===== src/rtl/i2c_master_ctrl.sv =====
// Command-driven byte-level I2C master: START/WRITE/READ/STOP over a valid/ready port,
// open-drain SCL/SDA sequencing with clock stretching and arbitration-loss detection.
module i2c_master_ctrl #(
  parameter int CLK_DIV = 125
) (
  input  logic       clk,
  input  logic       rst,
  input  logic       cmd_valid,
  output logic       cmd_ready,
  input  logic [2:0] cmd_op,
  input  logic [7:0] cmd_data,
  input  logic       cmd_nack,
  output logic       rsp_valid,
  output logic [7:0] rsp_data,
  output logic       rsp_ack,
  output logic       rsp_arb_lost,
  output logic       rsp_err,
  output logic       busy,
  output logic       scl_drive,
  output logic       sda_drive,
  input  logic       scl_in,
  input  logic       sda_in
);

  localparam int CW = $clog2(CLK_DIV);
  localparam logic [CW-1:0] CNT_LAST = CW'(CLK_DIV - 1);

  localparam logic [2:0] OP_START = 3'd0;
  localparam logic [2:0] OP_WRITE = 3'd1;
  localparam logic [2:0] OP_READ  = 3'd2;
  localparam logic [2:0] OP_STOP  = 3'd3;

  typedef enum logic [4:0] {
    ST_IDLE, ST_S0, ST_S1, ST_S2, ST_S3,
    ST_BA, ST_BB, ST_BC, ST_BD,
    ST_P0, ST_P1, ST_P2, ST_P3,
    ST_ERR, ST_RESP
  } state_t;

  state_t state, state_n;

  logic          scl_m, scl_s, sda_m, sda_s;
  logic [CW-1:0] cnt;
  logic [1:0]    settle;
  logic [3:0]    bit_idx;
  logic [7:0]    shreg;
  logic          ack_s;
  logic [2:0]    op_q;
  logic [7:0]    data_q;
  logic          nack_q;

  logic       scl_n, sda_n, busy_n, accept, illegal;
  logic       release_ph, cnt_en, phase_done, timed;
  logic       rsp_load, rsp_ack_n, rsp_arb_n, rsp_err_n;
  logic [7:0] rsp_data_n;

  function automatic logic sda_for_bit(input logic [2:0] op, input logic [7:0] data,
                                       input logic nack, input logic [3:0] idx);
    if (idx == 4'd8)
      return (op == OP_READ) ? nack : 1'b1;
    else
      return (op == OP_WRITE) ? data[3'(4'd7 - idx)] : 1'b1;
  endfunction

  always_ff @(posedge clk or posedge rst) begin
    if (rst) begin
      scl_m <= 1'b1;
      scl_s <= 1'b1;
      sda_m <= 1'b1;
      sda_s <= 1'b1;
    end else begin
      scl_m <= scl_in;
      scl_s <= scl_m;
      sda_m <= sda_in;
      sda_s <= sda_m;
    end
  end

  assign cmd_ready = (state == ST_IDLE) || (state == ST_RESP);
  assign rsp_valid = (state == ST_RESP);
  assign illegal   = (cmd_op > OP_STOP) || ((cmd_op != OP_START) && !busy);

  // Release-high phases ignore the synchronizer latency and then wait for SCL to really be high.
  assign release_ph = (state == ST_S1) || (state == ST_BC) || (state == ST_P1);
  assign timed      = !((state == ST_IDLE) || (state == ST_RESP) || (state == ST_ERR));
  assign cnt_en     = (!scl_drive || scl_s) && (!release_ph || (settle == 2'd2));
  assign phase_done = cnt_en && (cnt == CNT_LAST);

  always_comb begin
    state_n    = state;
    scl_n      = scl_drive;
    sda_n      = sda_drive;
    busy_n     = busy;
    accept     = 1'b0;
    rsp_load   = 1'b0;
    rsp_data_n = 8'h00;
    rsp_ack_n  = 1'b0;
    rsp_arb_n  = 1'b0;
    rsp_err_n  = 1'b0;
    case (state)
      ST_IDLE, ST_RESP: begin
        if (cmd_valid) begin
          accept = 1'b1;
          if (illegal) begin
            state_n = ST_ERR;
          end else begin
            case (cmd_op)
              OP_START: begin
                state_n = ST_S0;
                sda_n   = 1'b1;
              end
              OP_STOP: begin
                state_n = ST_P0;
                scl_n   = 1'b0;
                sda_n   = 1'b0;
              end
              default: begin
                state_n = ST_BA;
                scl_n   = 1'b0;
                sda_n   = sda_for_bit(cmd_op, cmd_data, cmd_nack, 4'd0);
              end
            endcase
          end
        end else if (state == ST_RESP) begin
          state_n = ST_IDLE;
        end
      end
      ST_S0: if (phase_done) begin
        state_n = ST_S1;
        scl_n   = 1'b1;
      end
      ST_S1: if (phase_done) begin
        if (!sda_s) begin
          state_n   = ST_RESP;
          sda_n     = 1'b1;
          busy_n    = 1'b0;
          rsp_load  = 1'b1;
          rsp_arb_n = 1'b1;
        end else begin
          state_n = ST_S2;
          sda_n   = 1'b0;
        end
      end
      ST_S2: if (phase_done) begin
        state_n = ST_S3;
        scl_n   = 1'b0;
      end
      ST_S3: if (phase_done) begin
        state_n  = ST_RESP;
        busy_n   = 1'b1;
        rsp_load = 1'b1;
      end
      ST_BA: if (phase_done) state_n = ST_BB;
      ST_BB: if (phase_done) begin
        state_n = ST_BC;
        scl_n   = 1'b1;
      end
      ST_BC: if (phase_done) begin
        // Only bits where we released SDA as data can reveal another master.
        if (sda_drive && !sda_s &&
            (((op_q == OP_WRITE) && (bit_idx != 4'd8)) ||
             ((op_q == OP_READ) && (bit_idx == 4'd8)))) begin
          state_n    = ST_RESP;
          scl_n      = 1'b1;
          sda_n      = 1'b1;
          busy_n     = 1'b0;
          rsp_load   = 1'b1;
          rsp_arb_n  = 1'b1;
          rsp_data_n = shreg;
        end else begin
          state_n = ST_BD;
        end
      end
      ST_BD: if (phase_done) begin
        scl_n = 1'b0;
        if (bit_idx == 4'd8) begin
          state_n    = ST_RESP;
          rsp_load   = 1'b1;
          rsp_data_n = shreg;
          rsp_ack_n  = (op_q == OP_WRITE) && !ack_s;
        end else begin
          state_n = ST_BA;
          sda_n   = sda_for_bit(op_q, data_q, nack_q, bit_idx + 4'd1);
        end
      end
      ST_P0: if (phase_done) begin
        state_n = ST_P1;
        scl_n   = 1'b1;
      end
      ST_P1: if (phase_done) begin
        state_n = ST_P2;
        sda_n   = 1'b1;
      end
      ST_P2: if (phase_done) state_n = ST_P3;
      ST_P3: if (phase_done) begin
        state_n   = ST_RESP;
        busy_n    = 1'b0;
        rsp_load  = 1'b1;
        rsp_arb_n = !sda_s;
      end
      ST_ERR: begin
        state_n   = ST_RESP;
        rsp_load  = 1'b1;
        rsp_err_n = 1'b1;
      end
      default: state_n = ST_IDLE;
    endcase
  end

  always_ff @(posedge clk or posedge rst) begin
    if (rst) begin
      state     <= ST_IDLE;
      scl_drive <= 1'b1;
      sda_drive <= 1'b1;
      busy      <= 1'b0;
    end else begin
      state     <= state_n;
      scl_drive <= scl_n;
      sda_drive <= sda_n;
      busy      <= busy_n;
    end
  end

  always_ff @(posedge clk or posedge rst) begin
    if (rst) begin
      cnt     <= '0;
      settle  <= 2'd0;
      bit_idx <= 4'd0;
      shreg   <= 8'h00;
      ack_s   <= 1'b0;
      op_q    <= 3'd0;
      data_q  <= 8'h00;
      nack_q  <= 1'b0;
    end else begin
      if (state_n != state) begin
        cnt    <= '0;
        settle <= 2'd0;
      end else begin
        if (timed && cnt_en) cnt <= cnt + 1'b1;
        if (settle != 2'd2) settle <= settle + 2'd1;
      end
      if (accept) begin
        op_q    <= cmd_op;
        data_q  <= cmd_data;
        nack_q  <= cmd_nack;
        bit_idx <= 4'd0;
        shreg   <= 8'h00;
        ack_s   <= 1'b0;
      end else begin
        if ((state == ST_BC) && phase_done) begin
          if (bit_idx == 4'd8) ack_s <= sda_s;
          else                 shreg <= {shreg[6:0], sda_s};
        end
        if ((state == ST_BD) && phase_done && (bit_idx != 4'd8))
          bit_idx <= bit_idx + 4'd1;
      end
    end
  end

  // Response fields are captured on entry to RESP and held until the next response.
  always_ff @(posedge clk or posedge rst) begin
    if (rst) begin
      rsp_data     <= 8'h00;
      rsp_ack      <= 1'b0;
      rsp_arb_lost <= 1'b0;
      rsp_err      <= 1'b0;
    end else if (rsp_load) begin
      rsp_data     <= rsp_data_n;
      rsp_ack      <= rsp_ack_n;
      rsp_arb_lost <= rsp_arb_n;
      rsp_err      <= rsp_err_n;
    end
  end

endmodule


===== config.mk =====
export PLATFORM = sky130hd
export DESIGN_NAME = i2c_master_ctrl
export DESIGN_NICKNAME = d
export VERILOG_FILES = /design/src/rtl/i2c_master_ctrl.sv
export SDC_FILE = /design/constraint.sdc
export NUM_CORES = 1
export LEC_CHECK = 0
export CELL_PAD_IN_SITES_DETAIL_PLACEMENT = 1
export CELL_PAD_IN_SITES_GLOBAL_PLACEMENT = 1
export CORE_MARGIN = 1.5
export CORE_UTILIZATION = 47
export DETAILED_ROUTE_END_ITERATION = 8
export PLACE_DENSITY = 0.92
export SETUP_SLACK_MARGIN = 0.02
export SYNTH_ARGS = -nofsm -noshare
export SYNTH_HDL_FRONTEND = slang
export SYNTH_SLANG_ARGS = --single-unit

===== constraint.sdc =====
create_clock -name clk -period 5.8 [get_ports clk]
set_clock_uncertainty 0.2 [all_clocks]
set_input_delay 1.16 -clock clk [delete_from_list [all_inputs] [get_ports clk]]
set_output_delay 1.16 -clock clk [all_outputs]
set_load 0.02 [all_outputs]

# == Yosys cells after proc, flatten, opt, wreduce, memory -nomap -nowiden ==
# Cells that the tools add are included.
# totals
reg_bits,57
latchBits,0
ramBits,0
mem_bits_ro,0
input_bits,17
output_inout_bits,16
elab_cells,190
memories,0
# classes
addsub,4
n_mul,0
div_mod_pow,0
magnitude_cmp,2
n_eq_ne,40
n_shift,0
mux,78
bitwise,0
reduce_logical,46
# ops
op,count
two-way mux 5 bit,13
one-hot mux 5 bit (13 select lines),1
two-way mux 8 bit,7
two-way mux 1 bit,38
"== test 5 x 4 -> 1 bit, second input constant",7
"!= test 2 bit, second input constant",13
"== test 5 x 3 -> 1 bit, second input constant",4
two-way mux 4 bit,5
one-hot mux 8 bit (2 select lines),1
two-way mux 7 bit,2
logical AND 1 bit,12
"== test 5 x 2 -> 1 bit, second input constant",2
one-hot mux 1 bit (5 select lines),2
nonzero test 2 bit,5
AND reduction 9 bit,1
"== test 4 bit, second input constant",2
logical OR 1 bit,8
one-hot mux 1 bit (4 select lines),2
one-hot mux 4 bit (2 select lines),1
AND reduction 8 bit,1
nonzero test 4 bit,2
"adder 7 x 1 -> 7 bit, second input constant",1
"== test 7 bit, second input constant",1
AND reduction 7 bit,1
25 further kinds,38

# == Depth between registers and ports, before layout ==
# Gate-level depths: netlist (run 1).
# logic_depth
word_depth,11
depth_mapped,11
depth_no_buf,9

# == Least setup slack after synthesis (run 1) ==
# No wires, ideal clock.
# synth_timing
path_kind,input-to-reg
startpoint,input port cmd_op[0]
endpoint,register scl_drive
setup_ps,82
arrival_ps,2442
required_time_ps,5518
slack_ps,3076
stages,5
path_buffers,0
path_cell_list,or2_2 a211o_1 a221oi_2 o211ai_1 mux2_2
# synth_via
elab_chain_cells,5
word_cells_on_any_way,8
classes_between,order compare: 1; eq/ne: 2; reduce/logical: 5
# synth_lines
item,line,source
start: declaration,10,"input logic [2:0] cmd_op,"
"parallel branches: the longest is 4 deep, another holds greater-than comparator 3 x 2 -> 1 bit",-,
AND reduction 8 bit (no source line) *,-,
end signal: assignment,218,scl_drive <= scl_n;
end: declaration,19,"output logic scl_drive,"
# Mark *: on every way between the ends.
# A chain may end at the register's enable or synchronous reset.

# == Worst setup path in the final report (run 1) ==
# layout_timing
startpoint,register state[3]
endpoint,output port cmd_ready
# layout_via
elab_chain_cells,2
word_cells_on_any_way,3
classes_between,eq/ne: 1; reduce/logical: 2
# layout_lines
item,line,source
start: declaration,40,"state_t state, state_n;"
start signal: assignment,217,state <= state_n;
== test 5 x 4 -> 1 bit or zero test 5 bit (tied branches),79,assign cmd_ready = (state == ST_IDLE) || (state == ST_RESP);
logical OR 1 bit *,79,
end: declaration,9,"output logic cmd_ready,"
# Mark *: on every way between the ends. The rest lies on a longest branch, timed or not.

==> results of run 1 <==
-- metrics by stage --
| stage | util, % | hold WS [ns] |
|---|---|---|
| floorplan | - | 0.145 |
| global placement | 54.2 | 0.148 |
| detailed placement | 54.2 | 0.152 |
| CTS | 56.8 | 0.159 |
| global route | 56.8 | 0.164 |
| finish | 56.8 | 0.158 |
-- how the worst max path moves through the flow --
stage | start | end | slack, ns | cells past startpoint
after CTS | state[3] | cmd_ready | 1.79 | 4
after global placement | state[3] | cmd_ready | 2.26 | 4
after global routing | state[3] | cmd_ready | 1.66 | 4
after floorplan | rst | ack_s | 3.05 | 1
final | state[3] | cmd_ready | 1.75 | 4
after detailed placement | state[3] | cmd_ready | 2.18 | 4
-- per-layer routing --
| layer | vias to the layer above | track usage, % | share of wire (%) |
|---|---|---|---|
| met2 | 65 | 44.0 | 52 |
| met1 | 1455 | 33.1 | 42 |
| met4 | 0 | 12.2 | 3.0 |
| met5 | - | 0 | 0 |
| li1 | 1338 | - | - |
| met3 | 26 | 4.38 | 3.3 |
-- sequential cells by signal (all words and copies together) (netlist names), 2 cells and up --
signal	flops
settle	2
state	5
op_q	3
cnt	7
data_q	8
bit_idx	4
shreg	8
rsp_data	8
-- cells in the mapped netlist, types with 3 or more instances --
| master | n |
|---|---|
| a21oi_1 | 20 |
| a22o_1 | 11 |
| a31oi_1 | 4 |
| and3_1 | 5 |
| buf_2 | 9 |
| clkbuf_1 | 8 |
| dfrtp_1 | 51 |
| dfstp_2 | 6 |
| ha_1 | 5 |
| inv_1 | 12 |
| mux2i_1 | 11 |
| nand2_1 | 50 |
| nand2b_1 | 6 |
| nand3_1 | 10 |
| nand3b_1 | 3 |
| nand4_1 | 6 |
| nor2_1 | 46 |
| nor2b_1 | 6 |
| nor3_1 | 5 |
| nor3b_1 | 3 |
| o211ai_1 | 6 |
| o21ai_0 | 16 |
| or2_2 | 4 |
| xnor2_1 | 4 |
| xor2_1 | 10 |
-- power by group through the flow --
stage               combinational [mW]  clock, mW  sequential [mW]
finish                           0.225      0.330            0.499
global route                     0.250      0.351            0.505
CTS                              0.225      0.334            0.497
detailed placement               0.222          0            0.504
global placement                 0.211          0            0.500
floorplan                        0.167          0            0.481
-- worst max-delay path, cell delays in order, from the launching register on --
cell	delay, ns
dfrtp_1	1.02
and3_1	0.33
o21ai_0	0.16
inv_1	0.20
clkdlybuf4s50_1	0.63
-- kinds of logic after synthesis --
family,count (synthesis),synth area share (%)
XOR/XNOR,14,3.72
multiplexers,16,5.82
flip-flops,57,43.6
buffers and inverters,30,3.76
adder cells (fa/ha/maj),5,1.90
AND/OR/NAND/NOR,159,24.4
AO/OA/AOI/OAI,80,16.8
other,1,0.114
-- final cells by class --
| class | count | area [sq um] |
|---|---|---|
| sequential | 57 | 1430 |
| clock inverter | 5 | 31.3 |
| tap | 96 | 120 |
| fill | 778 | 2940 |
| timing repair buffer | 36 | 350 |
| multi-input combinational | 275 | 1730 |
| inverter | 12 | 45.0 |
| clock buffer | 11 | 141 |
==> reports/qor.txt, run 1 <==
Final nets: 413
unrepaired setup endpoints after global routing: false
CTS tree: done
H-tree depth: 3
Die X: 86.7 um
share of cells above drive strength 1: 11.1%
sw frac: 33.1%
global-route wire length before repair: 15,000 um
DR vias: 2,884
commonest non-fill, non-tap cell in the layout: dfrtp_1
1st-pass router iterations: 4
min Tclk post-route: 4.05 ns
capture point of the worst reg-to-reg path: cnt[6]
boundary pin count: 33
Internal: 0.705 mW
Seq/Total Area, Yosys: 43.6%
Unique masters post-synth: 59
drc violations: 0
worst path required time: 4.44 ns
GRT Total Usage: 26.2%
final max-slew violation count: 0
synth warn: 0
NetSw: 0.348 mW
r2r setup slk: 2.32 ns
worst vdd ir: 0.000165 V
setup violation total in the final timing report: 0
Via-to-Cell Ratio: 5.86
port bufs: 32
Initial Util: 48.5%
Critical Path Start Type: flop
DP Cell Count: 476
origin of the worst min-delay path: scl_m
Final GP Congestion: 0.938
Reg power frac: 47.4%
Clk pwr share: 31.3%
Syn-to-layout area delta: 17.1%
final std cells w/o fill: 492
worst path arrival time: 2.69 ns
routed len/inst: 18.7 um
Worst Hold Class: reg2reg
Final Hold Viols: 0
Post-DP Area: 0.00368 sq mm
FFs w/ async S/R, synth: 100%
share of the synthesized area in the top cell type: 38.8%
Post-Syn Area: 0.00329 sq mm
Clock transition at path regs: 0.07 ns
Congestion Overflow GR: 0
Longest Clk Path Bufs: 2
status: finished clean
LEAKAGE: 1.74 nW
Hold Path End: scl_s
vias in the first global route: 3,038
worst slew pin tran: 1.14 ns
post-route ant nets: 0
CTS Sinks: 57
ranking of synthesized cells by area: dfrtp_1 (39%), nand2_1 (5.7%), nor2_1 (5.2%)
Setup WS pre-CTS: 2.18 ns
worst-skew pair later-pin latency: 0.34 ns
Critical Path Sink Type: output port
Power Dens Cells: 273 mW/mm^2
ANT cells: 0
max cap viols: 0
setup_tns: 0 ns
post-DP HPWL: 6270 um
most frequent cells in the layout: dfrtp_1 (51), nand2_1 (50), nor2_1 (46), clkdlybuf4s50_1 (32), a21oi_1 (20)
CTS Hold Buffers Added: 0
number of buffers created by CTS: 9
largest net degree at the start of global routing: 58
PnR Total Power: 1.05 mW
die area: 0.00752 sq mm
area leader, netlist: dfrtp_1
Tcrit/Tclk final: 69.9%
cells after synthesis: 362
initial DRC count: 302
setup repair bufs after CTS: 0
Synthesized Nets: 384
worst rel slew slack: 23.8%
CP Max Fanout: 32
Comb power frac: 21.3%
initial antenna violation count: 0
Die Ht: 86.7 um
RR Startpoint: state[3]
row count: 30
Post-synth EDFFs: 0
Core ar.: 0.00679 sq mm
Worst Reg-to-Reg Cells: 7
root buffer cell: clkbuf_8
final setup margin: 1.75 ns
design area: 0.00386 sq mm
Post-synth top flop: dfrtp_1
Crit Path Class: reg2out
CTS resizes: 0
Routed Wire Length: 9180 um
worst hold path stage count: 0
Synth Area per Inst: 9.09 sq um
Synth Register Bits: 57
fmax: 0.247 GHz
Power figures use the tool's default switching activity.
==> run 2, diff against run 1 <==
CORE_UTILIZATION = 40   (was 47)
PLACE_DENSITY = 0.84   (was 0.92)
clock period = 3.63 ns   (was 5.8 ns; I/O delays follow)
==> run 2 against run 1 <==
  * Critical path depth is the same
  * Global-route usage shrank 3.3 points
  * Setup slack worse by 1.4 ns
  * Design area rose by 3.5%
  * Clock power rose by 89%
  * Cell count up 3.5%
==> reports/qor.txt, run 2 (synthesized netlist as in run 1, its figures left out) <==
fmax: 0.307 GHz
CTS Hold Buffers Added: 0
worst slew pin tran: 0.863 ns
Final GP Congestion: 0.944
post-route ant nets: 0
min Tclk post-route: 3.26 ns
worst-skew pair later-pin latency: 0.35 ns
port bufs: 32
Critical Path Start Type: flop
crit path max-delay cell type: dfrtp_1
Max stage delay on crit path: 0.69 ns
CTS Sinks: 57
share of cells above drive strength 1: 13.5%
boundary pin count: 33
Final Util: 50.9%
GRT Total Usage: 22.9%
Crit Path Class: reg2out
Regs by FF count: data_q: 8 flops, rsp_data: 8 flops, shreg: 8 flops
die area: 0.00878 sq mm
CTS resizes: 0
origin of the worst min-delay path: sda_m
setup violation total in the final timing report: 0
root buffer cell: clkbuf_8
H-tree depth: 3
CP cell instances: and3_1 -> o21ai_0 -> inv_1 -> clkdlybuf4s50_1
CTS tree: done
Worst Hold Class: reg2reg
CP Max Fanout: 18
commonest non-fill, non-tap cell in the layout: dfrtp_1
Power Dens Cells: 449 mW/mm^2
worst rel slew slack: 42.0%
drc violations: 0
initial antenna violation count: 0
final max-slew violation count: 0
unrepaired setup endpoints after global routing: false
DP Cell Count: 493
r2r setup slk: 0.76 ns
post-DP HPWL: 6660 um
Syn-to-layout area delta: 21.3%
Final nets: 424
status: finished clean
largest net degree at the start of global routing: 30
worst hold path stage count: 0
Routed Wire Length: 9230 um
Core ar.: 0.00785 sq mm
Fill cells: 932
LEAKAGE: 1.82 nW
final std cells w/o fill: 509
max cap viols: 0
Setup WS pre-CTS: 0.729 ns
final setup margin: 0.370 ns
row count: 32
Via-to-Cell Ratio: 5.74
worst path arrival time: 2.33 ns
Die X: 93.7 um
Die Ht: 93.7 um
PnR Total Power: 1.79 mW
design area: 0.00399 sq mm
initial DRC count: 250
Congestion Overflow GR: 0
Post-DP Area: 0.00379 sq mm
vias in the first global route: 3,074
setup repair bufs after CTS: 0
Tcrit/Tclk final: 89.8%
1st-pass router iterations: 4
Worst Reg-to-Reg Cells: 8
worst path required time: 2.70 ns
Clock transition at path regs: 0.07 ns
routed len/inst: 18.1 um
DR vias: 2,921
Critical Path Sink Type: output port
Longest Clk Path Bufs: 2
capture point of the worst reg-to-reg path: cnt[3]
number of buffers created by CTS: 9
setup_tns: 0 ns
global-route wire length before repair: 15,300 um
Initial Util: 41.9%
worst vdd ir: 0.000255 V
Hold Path End: sda_s
ANT cells: 0
crit path buf inv count: 2
Crit path max-delay family: buffers and inverters
Final Hold Viols: 0
most frequent cells in the layout: dfrtp_1 (51), nand2_1 (50), nor2_1 (46), clkdlybuf4s50_1 (32), a21oi_1 (20)
final hold slack: 0.157 ns
RR Startpoint: state[3]
==> run 2: changes by cell type in the layout (fill, tap and decap cells not counted), sizes merged <==
cell    delta
bufinv     +1
clkbuf     +1
buf       +11
clkinv     -2
==> run 2: worst max path at each step <==
stage               startpoint   endpoint  slack, ns  cells past startpoint
finish                state[3]  cmd_ready       0.37                      4
detailed placement   cmd_op[0]  scl_drive       0.73                      6
CTS                   state[1]  cmd_ready       0.37                      4
global placement     cmd_op[0]  scl_drive       0.77                      6
global route          state[1]  cmd_ready       0.25                      4
floorplan           bit_idx[0]     cnt[1]       1.22                     10
==> run 2: report_power, final <==
part / leakage (nW) / switching, mW / internal (mW)
Sequential: 0.749 / 0.0744 / 0.710
Combinational: 0.966 / 0.219 / 0.165
Clock: 0.103 / 0.270 / 0.355
==> run 2: final cells by class <==
type                    count  area (sq um)  area share [%]
clock buffers              12           155            3.89
well taps                 102           128            3.20
inverters                  12          45.0            1.13
flip-flops and latches     57          1430            35.9
repair buffers             47           445            11.2
multi-input cells         275          1730            43.4
clock inverters             4          51.3            1.28
==> run 2: layer usage <==
metal,global-route usage (%),up-vias,part of all wire (%)
li1,-,1359,-
met1,28.5,1466,43
met2,38.7,72,51
met3,4.53,24,4.1
met4,9.45,0,2.4
met5,0,-,0
==> run 3, diff against run 2 <==
CORE_UTILIZATION = 47   (was 40)
PLACE_DENSITY = 0.92   (was 0.84)
SLEW_MARGIN = 20   (was unset)
clock period = 3.9 ns   (was 3.63 ns; I/O delays follow)
==> run 3 against run 2 <==
  * First-iteration DRC count is 11% lower
  * Routed wire length is 6.0% higher
  * Critical path depth is 1 higher
  * Total power is 3.0% lower
  * Setup slack better by 0.045 ns
  * Combinational power is 4% lower
  * Non-clock buffer count is 4 lower
  * Flip-flop and latch count stayed put
  * Core utilization is 7.4 points higher
  * Cell count is 2.0% lower
  * Largest cell class unchanged
==> reports/qor.txt, run 3 (synthesized netlist as in run 1, its figures left out) <==
1st-pass router iterations: 4
worst path arrival time: 2.50 ns
status: finished clean
Final Hold Viols: 0
min Tclk post-route: 3.48 ns
drc violations: 0
origin of the worst min-delay path: sda_m
Post-DP Area: 0.00374 sq mm
final max-slew violation count: 0
ANT cells: 0
Initial Util: 48.5%
commonest non-fill, non-tap cell in the layout: dfrtp_1
CP Launch Point: state[2]
Die X: 86.7 um
number of buffers created by CTS: 9
Final nets: 420
Final Util: 58.3%
Regs by FF count: data_q: 8 flops, rsp_data: 8 flops, shreg: 8 flops
largest net degree at the start of global routing: 55
routed len/inst: 19.6 um
LEAKAGE: 1.80 nW
Tcrit/Tclk final: 89.4%
Crit Path Class: reg2out
worst vdd ir: 0.000393 V
max cap viols: 0
r2r setup slk: 0.85 ns
Worst Hold Class: reg2reg
Final GP Congestion: 1.02
RR Startpoint: settle[0]
initial DRC count: 222
post-route ant nets: 0
Critical Path Start Type: flop
CP Max Fanout: 14
GRT Total Usage: 27.9%
Core ar.: 0.00679 sq mm
CTS Hold Buffers Added: 0
worst path required time: 2.92 ns
vias in the first global route: 3,165
global-route wire length before repair: 15,800 um
die area: 0.00752 sq mm
unrepaired setup endpoints after global routing: false
Clk pwr share: 36.9%
Comb power frac: 21.2%
Power Dens Cells: 440 mW/mm^2
Syn-to-layout area delta: 20.2%
worst-skew pair later-pin latency: 0.35 ns
setup_tns: 0 ns
NetSw: 0.550 mW
worst slew pin tran: 0.942 ns
setup repair bufs after CTS: 0
port bufs: 32
final setup margin: 0.415 ns
Die Ht: 86.7 um
boundary pin count: 33
worst rel slew slack: 37.1%
Critical Path Sink Type: output port
Setup WS pre-CTS: 0.606 ns
design area: 0.00396 sq mm
post-DP HPWL: 6990 um
initial antenna violation count: 0
H-tree depth: 3
CTS Sinks: 57
Longest Clk Path Bufs: 2
CTS tree: done
most frequent cells in the layout: dfrtp_1 (51), nand2_1 (50), nor2_1 (46), clkdlybuf4s50_1 (32), a21oi_1 (20)
fmax: 0.287 GHz
share of cells above drive strength 1: 12.7%
DR vias: 2,968
CTS resizes: 0
Routed Wire Length: 9790 um
Reg power frac: 41.9%
row count: 30
root buffer cell: clkbuf_8
Clock transition at path regs: 0.07 ns
Via-to-Cell Ratio: 5.95
Internal: 1.19 mW
setup violation total in the final timing report: 0
Congestion Overflow GR: 0
sw frac: 31.6%
Fill cells: 781
==> run 3: cell types whose count changed in the layout (fill, tap and decap cells not counted) <==
cell,change
clkbuf_8,-1
inv_6,+1
clkinvlp_4,-1
buf_12,-1
clkinv_4,-1
o21ai_0,-1
inv_2,-1
buf_4,-3
bufinv_16,+1
clkinv_2,+2
o21ai_1,+1
==> run 3: area by class of cell <==
cell class	count	area (sq um)	share of cell area [%]
clock buffer	11	141	3.57
clock inverter	5	78.8	1.99
inverter	12	46.3	1.17
multi-input combinational	275	1730	43.8
sequential	57	1430	36.2
tap	96	120	3.04
timing repair buffer	43	403	10.2
==> run 3: path summary, 6_finish.rpt <==
| path | depth (start not counted) | endpoint |
|---|---|---|
| worst max register to register | 9 | settle[1] |
| min in group asynchronous | 2 | shreg[2] |
| worst max-delay path | 5 | cmd_ready |
| worst min register to register | 0 | sda_s |
| worst min-delay path | 0 | sda_s |
| max in group asynchronous | 3 | scl_s |
==> run 3: worst max-delay path, cell delays in order (launching register included) <==
cell             delay (ns)
dfrtp_1                0.62
buf_4                  0.27
and3_1                 0.23
o21ai_0                0.17
inv_1                  0.23
clkdlybuf4s50_1        0.64
==> run 3: metal layers <==
metal  GRT usage [%]  vias up  wire length (um)
li1                -     1357                 -
met1            32.9     1494              3950
met2            48.2       86              5100
met3            6.48       31               428
met4            12.8        0               305
met5               0        -                 0
==> run 3: metrics by stage <==
step,hold slack (ns),total power [mW],std cells
3_5_place_dp,0.151,1.10,483
5_1_grt,0.170,1.81,499
4_1_cts,0.163,1.74,499
2_1_floorplan,0.145,0.963,362
6_report,0.161,1.74,499
3_3_place_gp,0.148,1.07,483
==> run 3: power groups by stage <==
stage          Sequential, mW  Combinational [mW]  Clock [mW]
5_1_grt                 0.737               0.401       0.674
4_1_cts                 0.727               0.368       0.648
3_3_place_gp            0.729               0.343           0
6_report                0.729               0.369       0.642
2_1_floorplan           0.715               0.248           0
3_5_place_dp            0.738               0.362           0
